File: src/rtl/receptor_deser.sv
// Oversampling serial receiver: synchronises an idle-high async line, deserialises
// start/WIDTH data/stop frames and holds the word on a valid/ack register.
module receptor_deser #(
  parameter int unsigned WIDTH        = 8,
  parameter int unsigned CLKS_PER_BIT = 16,
  parameter int unsigned SYNC_STAGES  = 2,
  parameter bit          MSB_FIRST    = 1'b0
) (
  input  logic             CLK,
  input  logic             RST,
  input  logic             enable,
  input  logic             signal_in,
  input  logic             data_ack,
  input  logic             err_clr,
  output logic [WIDTH-1:0] data_out,
  output logic             data_valid,
  output logic             frame_err,
  output logic             overrun,
  output logic             busy
);

  localparam int unsigned CW = $clog2(CLKS_PER_BIT);
  localparam int unsigned IW = $clog2(WIDTH + 1);

  localparam logic [CW-1:0] HALF_LAST = CW'(CLKS_PER_BIT / 2 - 1);
  localparam logic [CW-1:0] BIT_LAST  = CW'(CLKS_PER_BIT - 1);
  localparam logic [IW-1:0] IDX_LAST  = IW'(WIDTH - 1);

  typedef enum logic [1:0] {
    S_IDLE,
    S_START,
    S_DATA,
    S_STOP
  } state_e;

  state_e                 state_q, state_d;
  logic [SYNC_STAGES-1:0] sync_q, sync_d;
  logic                   line_d_q, line_d_d;
  logic [CW-1:0]          cnt_q, cnt_d;
  logic [IW-1:0]          idx_q, idx_d;
  logic [WIDTH-1:0]       shift_q, shift_d;
  logic [WIDTH-1:0]       data_q, data_d;
  logic                   valid_q, valid_d;
  logic                   ferr_q, ferr_d;
  logic                   ovr_q, ovr_d;
  logic                   busy_q, busy_d;

  logic                   line;
  logic                   start_edge;
  logic [WIDTH-1:0]       shifted;

  assign line       = sync_q[SYNC_STAGES-1];
  assign start_edge = line_d_q & ~line;

  assign data_out   = data_q;
  assign data_valid = valid_q;
  assign frame_err  = ferr_q;
  assign overrun    = ovr_q;
  assign busy       = busy_q;

  // Shift register with the sampled bit inserted at the end selected by MSB_FIRST
  always_comb begin
    shifted = shift_q;
    if (MSB_FIRST) begin
      shifted[0] = line;
      for (int i = 1; i < int'(WIDTH); i++) shifted[i] = shift_q[i-1];
    end else begin
      shifted[WIDTH-1] = line;
      for (int i = 0; i < int'(WIDTH) - 1; i++) shifted[i] = shift_q[i+1];
    end
  end

  always_comb begin
    sync_d   = {sync_q[SYNC_STAGES-2:0], signal_in};
    line_d_d = line;
    state_d  = state_q;
    cnt_d    = cnt_q;
    idx_d    = idx_q;
    shift_d  = shift_q;
    data_d   = data_q;
    valid_d  = valid_q;
    ferr_d   = 1'b0;
    ovr_d    = ovr_q;

    if (data_ack && valid_q) valid_d = 1'b0;
    if (err_clr) ovr_d = 1'b0;

    if (!enable && (state_q != S_IDLE)) begin
      state_d = S_IDLE;
      cnt_d   = '0;
      idx_d   = '0;
    end else begin
      case (state_q)
        S_IDLE: begin
          if (enable && start_edge) begin
            state_d = S_START;
            cnt_d   = '0;
          end
        end
        S_START: begin
          if (cnt_q == HALF_LAST) begin
            cnt_d   = '0;
            idx_d   = '0;
            state_d = line ? S_IDLE : S_DATA;
          end else begin
            cnt_d = cnt_q + CW'(1);
          end
        end
        S_DATA: begin
          if (cnt_q == BIT_LAST) begin
            cnt_d   = '0;
            shift_d = shifted;
            if (idx_q == IDX_LAST) begin
              state_d = S_STOP;
              idx_d   = '0;
            end else begin
              idx_d = idx_q + IW'(1);
            end
          end else begin
            cnt_d = cnt_q + CW'(1);
          end
        end
        S_STOP: begin
          if (cnt_q == BIT_LAST) begin
            state_d = S_IDLE;
            cnt_d   = '0;
            if (!line) begin
              ferr_d = 1'b1;
            end else if (!valid_q || data_ack) begin
              // Commit wins over a same-cycle ack, so valid stays high with the new word
              data_d  = shift_q;
              valid_d = 1'b1;
            end else begin
              ovr_d = 1'b1;
            end
          end else begin
            cnt_d = cnt_q + CW'(1);
          end
        end
        default: begin
          state_d = S_IDLE;
          cnt_d   = '0;
          idx_d   = '0;
        end
      endcase
    end

    busy_d = (state_d != S_IDLE);
  end

  always_ff @(posedge CLK) begin
    if (RST) begin
      state_q  <= S_IDLE;
      sync_q   <= '1;
      line_d_q <= 1'b1;
      cnt_q    <= '0;
      idx_q    <= '0;
      shift_q  <= '0;
      data_q   <= '0;
      valid_q  <= 1'b0;
      ferr_q   <= 1'b0;
      ovr_q    <= 1'b0;
      busy_q   <= 1'b0;
    end else begin
      state_q  <= state_d;
      sync_q   <= sync_d;
      line_d_q <= line_d_d;
      cnt_q    <= cnt_d;
      idx_q    <= idx_d;
      shift_q  <= shift_d;
      data_q   <= data_d;
      valid_q  <= valid_d;
      ferr_q   <= ferr_d;
      ovr_q    <= ovr_d;
      busy_q   <= busy_d;
    end
  end

endmodule
File: config.mk
export PLATFORM = sky130hd
export DESIGN_NAME = receptor_deser
export DESIGN_NICKNAME = d
export VERILOG_FILES = /design/src/rtl/receptor_deser.sv
export SDC_FILE = /design/constraint.sdc
export NUM_CORES = 1
export LEC_CHECK = 0
export CORE_ASPECT_RATIO = 1.75
export CORE_MARGIN = 2
export CORE_UTILIZATION = 45
export CTS_CLUSTER_DIAMETER = 30
export DETAILED_ROUTE_END_ITERATION = 12
export GPL_TIMING_DRIVEN = 0
export HOLD_SLACK_MARGIN = 0.02
export PLACE_DENSITY = 0.72
export SYNTH_ARGS = -nofsm -noshare
export SYNTH_HDL_FRONTEND = slang
export SYNTH_SLANG_ARGS = --single-unit
File: constraint.sdc
create_clock -name CLK -period 2.4 [get_ports CLK]
set_clock_uncertainty 0.15 [all_clocks]
set_input_delay 0.24 -clock CLK [delete_from_list [all_inputs] [get_ports CLK]]
set_output_delay 0.24 -clock CLK [all_outputs]
set_load 0.01 [all_outputs]
==> metrics.yaml <==
run_status:
  status: "complete, no violations"
pwr:
  finalPower_uw: 1144
  power_density_nw_per_um2: 638.1
  irDropWorstVdd_mv: 0.4593
  power_leakage_uw: 0.0006421
routing:
  drtIter0Drc: 18
  drtPass1Iterations: 4
  route.antenna.remaining_nets: 0
  post_drt_wl_per_cell_um: 13.26
  vias_per_cell: 5.238
  drc: 0
  vias: 1189
  wl_um: 3011
floorplan:
  num_io_pins: 18
  die_h_um: 79.42
  rows: 27
  fp.dieArea_um2: 3740
  core_um2: 3142
  start_util: 0.4656
  die_w_um: 47.10
place:
  io_buffer_count: 16
  gp_congestion: 0.8340
  placed_area_um2: 1677
  dp_hpwl_um: 2285
  preCtsSetupSlack_ns: 0.2842
yosys:
  syn_nets: 172
  syn_avg_cell_area_um2: 9.142
  synth_ff_type: "dfxtp_1"
  synthesis.area_um2: 1463
  synth.distinct_cells: 35
  ys_ff_latch: 33
  synth_edf_count: 0
  syn-instance-count: 160
  seq_area_frac_synth: 0.4517
  synthArstFlopShare: 0
  synth_warnings: 0
timing:
  fmax_ghz: 0.4664
  whs_ns: 0.2584
  setup-tns-final_ns: 0
  period_share: 0.8935
  worst_pin_slew_ns: 0.4372
  relSlewSlack: 0.7085
  rsz0062_at_grt: "no"
  slew_viol_final: 0
  fin_ws_ns: 0.2557
  layout_min_cycle_time_ns: 2.144
  final_hold_viol_count: 0
  setup_viol: 0
global_route:
  grtUsageMet3: 0.04525
  grt_pass1_vias: 1148
  grt_util_met1: 0.1920
  grt_start_max_net_pins: 11
  grt_first_pass_wirelength_um: 5099
  grt_overflow_total: 0
  grt.busiest_layer: "met2"
  track_usage: 0.1878
  use_met2: 0.3233
  grt_antenna_before_repair: 0
clock_tree:
  cts_setup_buffers: 0
  clk_path_buf_depth: 2
  cts_max_level: 2
  cts-resized-gates: 0
  cts-root-buf: "clkbuf_8"
  holdBufCountCts: 0
  cts.clk_slew.worst_paths_ns: 0.07
  clock_latency_ns: 0.27
  numClockSinks: 33
  cts_made_buffers: 5
  cts_tree: "built"
cells_and_area:
  final_cell_area_um2: 1793
  syn2layout_area_growth_pct: 22.58
  layout.cells.most_common_list: "dfxtp_1 (33), nor2_1 (27), mux2i_1 (16), clkdlybuf4s50_1 (16), inv_1 (8)"
  drive_above_1_share: 0.09239
  fillCellCount: 301
  nNetsFinal: 195
  n_antenna_cell: 0
  final_common_cell: "dfxtp_1"
run:
  maxCapViolCount: 0
worst_setup_path:
  crit_arrival_ns: 2.14
  cp_max_fo: 8
  end_kind: "register"
  required_ns: 2.40
  startpoint_type: "register"
  worstSetupPathType: "reg -> reg"
hold_path:
  hp-class: "reg -> reg"
-- worst paths after layout --
kind | start | to | slack (ns) | depth (start not counted)
worst max-delay path | state_q[0] | data_out[7] | 0.26 | 9
worst min-delay path | sync_q[0] | sync_q[1] | 0.26 | 1
worst max register to register | state_q[0] | data_out[7] | 0.26 | 9
worst min register to register | sync_q[0] | sync_q[1] | 0.26 | 1
-- synth_stat cells (2+ instances only) --
library cell | count | share of area
nand4b_1 | 2 | 0.012
o211ai_1 | 3 | 0.015
nor2_1 | 27 | 0.069
inv_1 | 8 | 0.021
nand2_1 | 5 | 0.013
a21oi_1 | 7 | 0.024
clkbuf_1 | 3 | 0.0077
nand3b_1 | 3 | 0.015
or3_1 | 2 | 0.0086
or2_2 | 4 | 0.017
dfxtp_1 | 33 | 0.45
buf_6 | 2 | 0.015
a2bb2oi_1 | 2 | 0.012
ha_1 | 6 | 0.051
nor2b_1 | 3 | 0.013
mux2i_1 | 16 | 0.11
nor3_1 | 6 | 0.021
o21ai_0 | 7 | 0.024
nand3_1 | 5 | 0.017
-- layout make-up --
cell class | count | area (µm²) | area share
Multi-Input combinational cell | 113 | 730.7 | 0.4075
Buffer | 6 | 41.29 | 0.02303
Sequential cell | 33 | 660.6 | 0.3685
Timing Repair Buffer | 16 | 160.2 | 0.08932
Tap cell | 43 | 53.80 | 0.03001
Inverter | 8 | 30.03 | 0.01675
Clock buffer | 7 | 86.33 | 0.04815
Clock inverter | 1 | 30.03 | 0.01675
-- worst max-delay path, stage by stage (launching register included) --
cell      delay [ns]
dfxtp_1         0.38
inv_1           0.09
ha_1            0.21
buf_6           0.13
nor2_1          0.33
nand4b_1        0.24
nor2b_1         0.07
buf_4           0.18
mux2i_1         0.16
nor2_1          0.07
-- where the power goes --
part           leakage (µW)  switching [µW]  internal, µW
Clock             0.0000585             191           338
Combinational      0.000317            32.5          24.7
Sequential         0.000267            4.02           553
-- per-stage QoR --
| stage | utilization | std cells |
|---|---|---|
| floorplan | - | 160 |
| global placement | 0.5337 | 219 |
| detailed placement | 0.5337 | 219 |
| CTS | 0.5707 | 227 |
| global route | 0.5707 | 227 |
| finish | 0.5707 | 227 |
-- per-layer routing --
| layer | up-vias | routed length [µm] |
|---|---|---|
| li1 | 593 | - |
| met1 | 568 | 1117 |
| met2 | 20 | 1719 |
| met3 | 8 | 91 |
| met4 | 0 | 82 |
| met5 | - | 0 |
-- state kept, by name, summed over array words and instances, names as in the netlist --
signal and cells:
shift_q 8, cnt_q 4, frame_err 1, data_valid 1, data_out 8, busy 1, state_q 2, idx_q 4
overrun 1, sync_q 2, line_d_q 1
-- cell families (layout without fill, tap and decap cells) --
family                   after synthesis  in the layout  synth area share
AO/OA/AOI/OAI                         26             26            0.1112
adder cells (fa/ha/maj)                6              6           0.05132
buffers and inverters                 14             38           0.04876
flip-flops                            33             33            0.4517
multiplexers                          16             16            0.1095
XOR/XNOR                               1              1          0.005989
AND/OR/NAND/NOR                       64             64            0.2216
(Power assumes the default switching activity.)
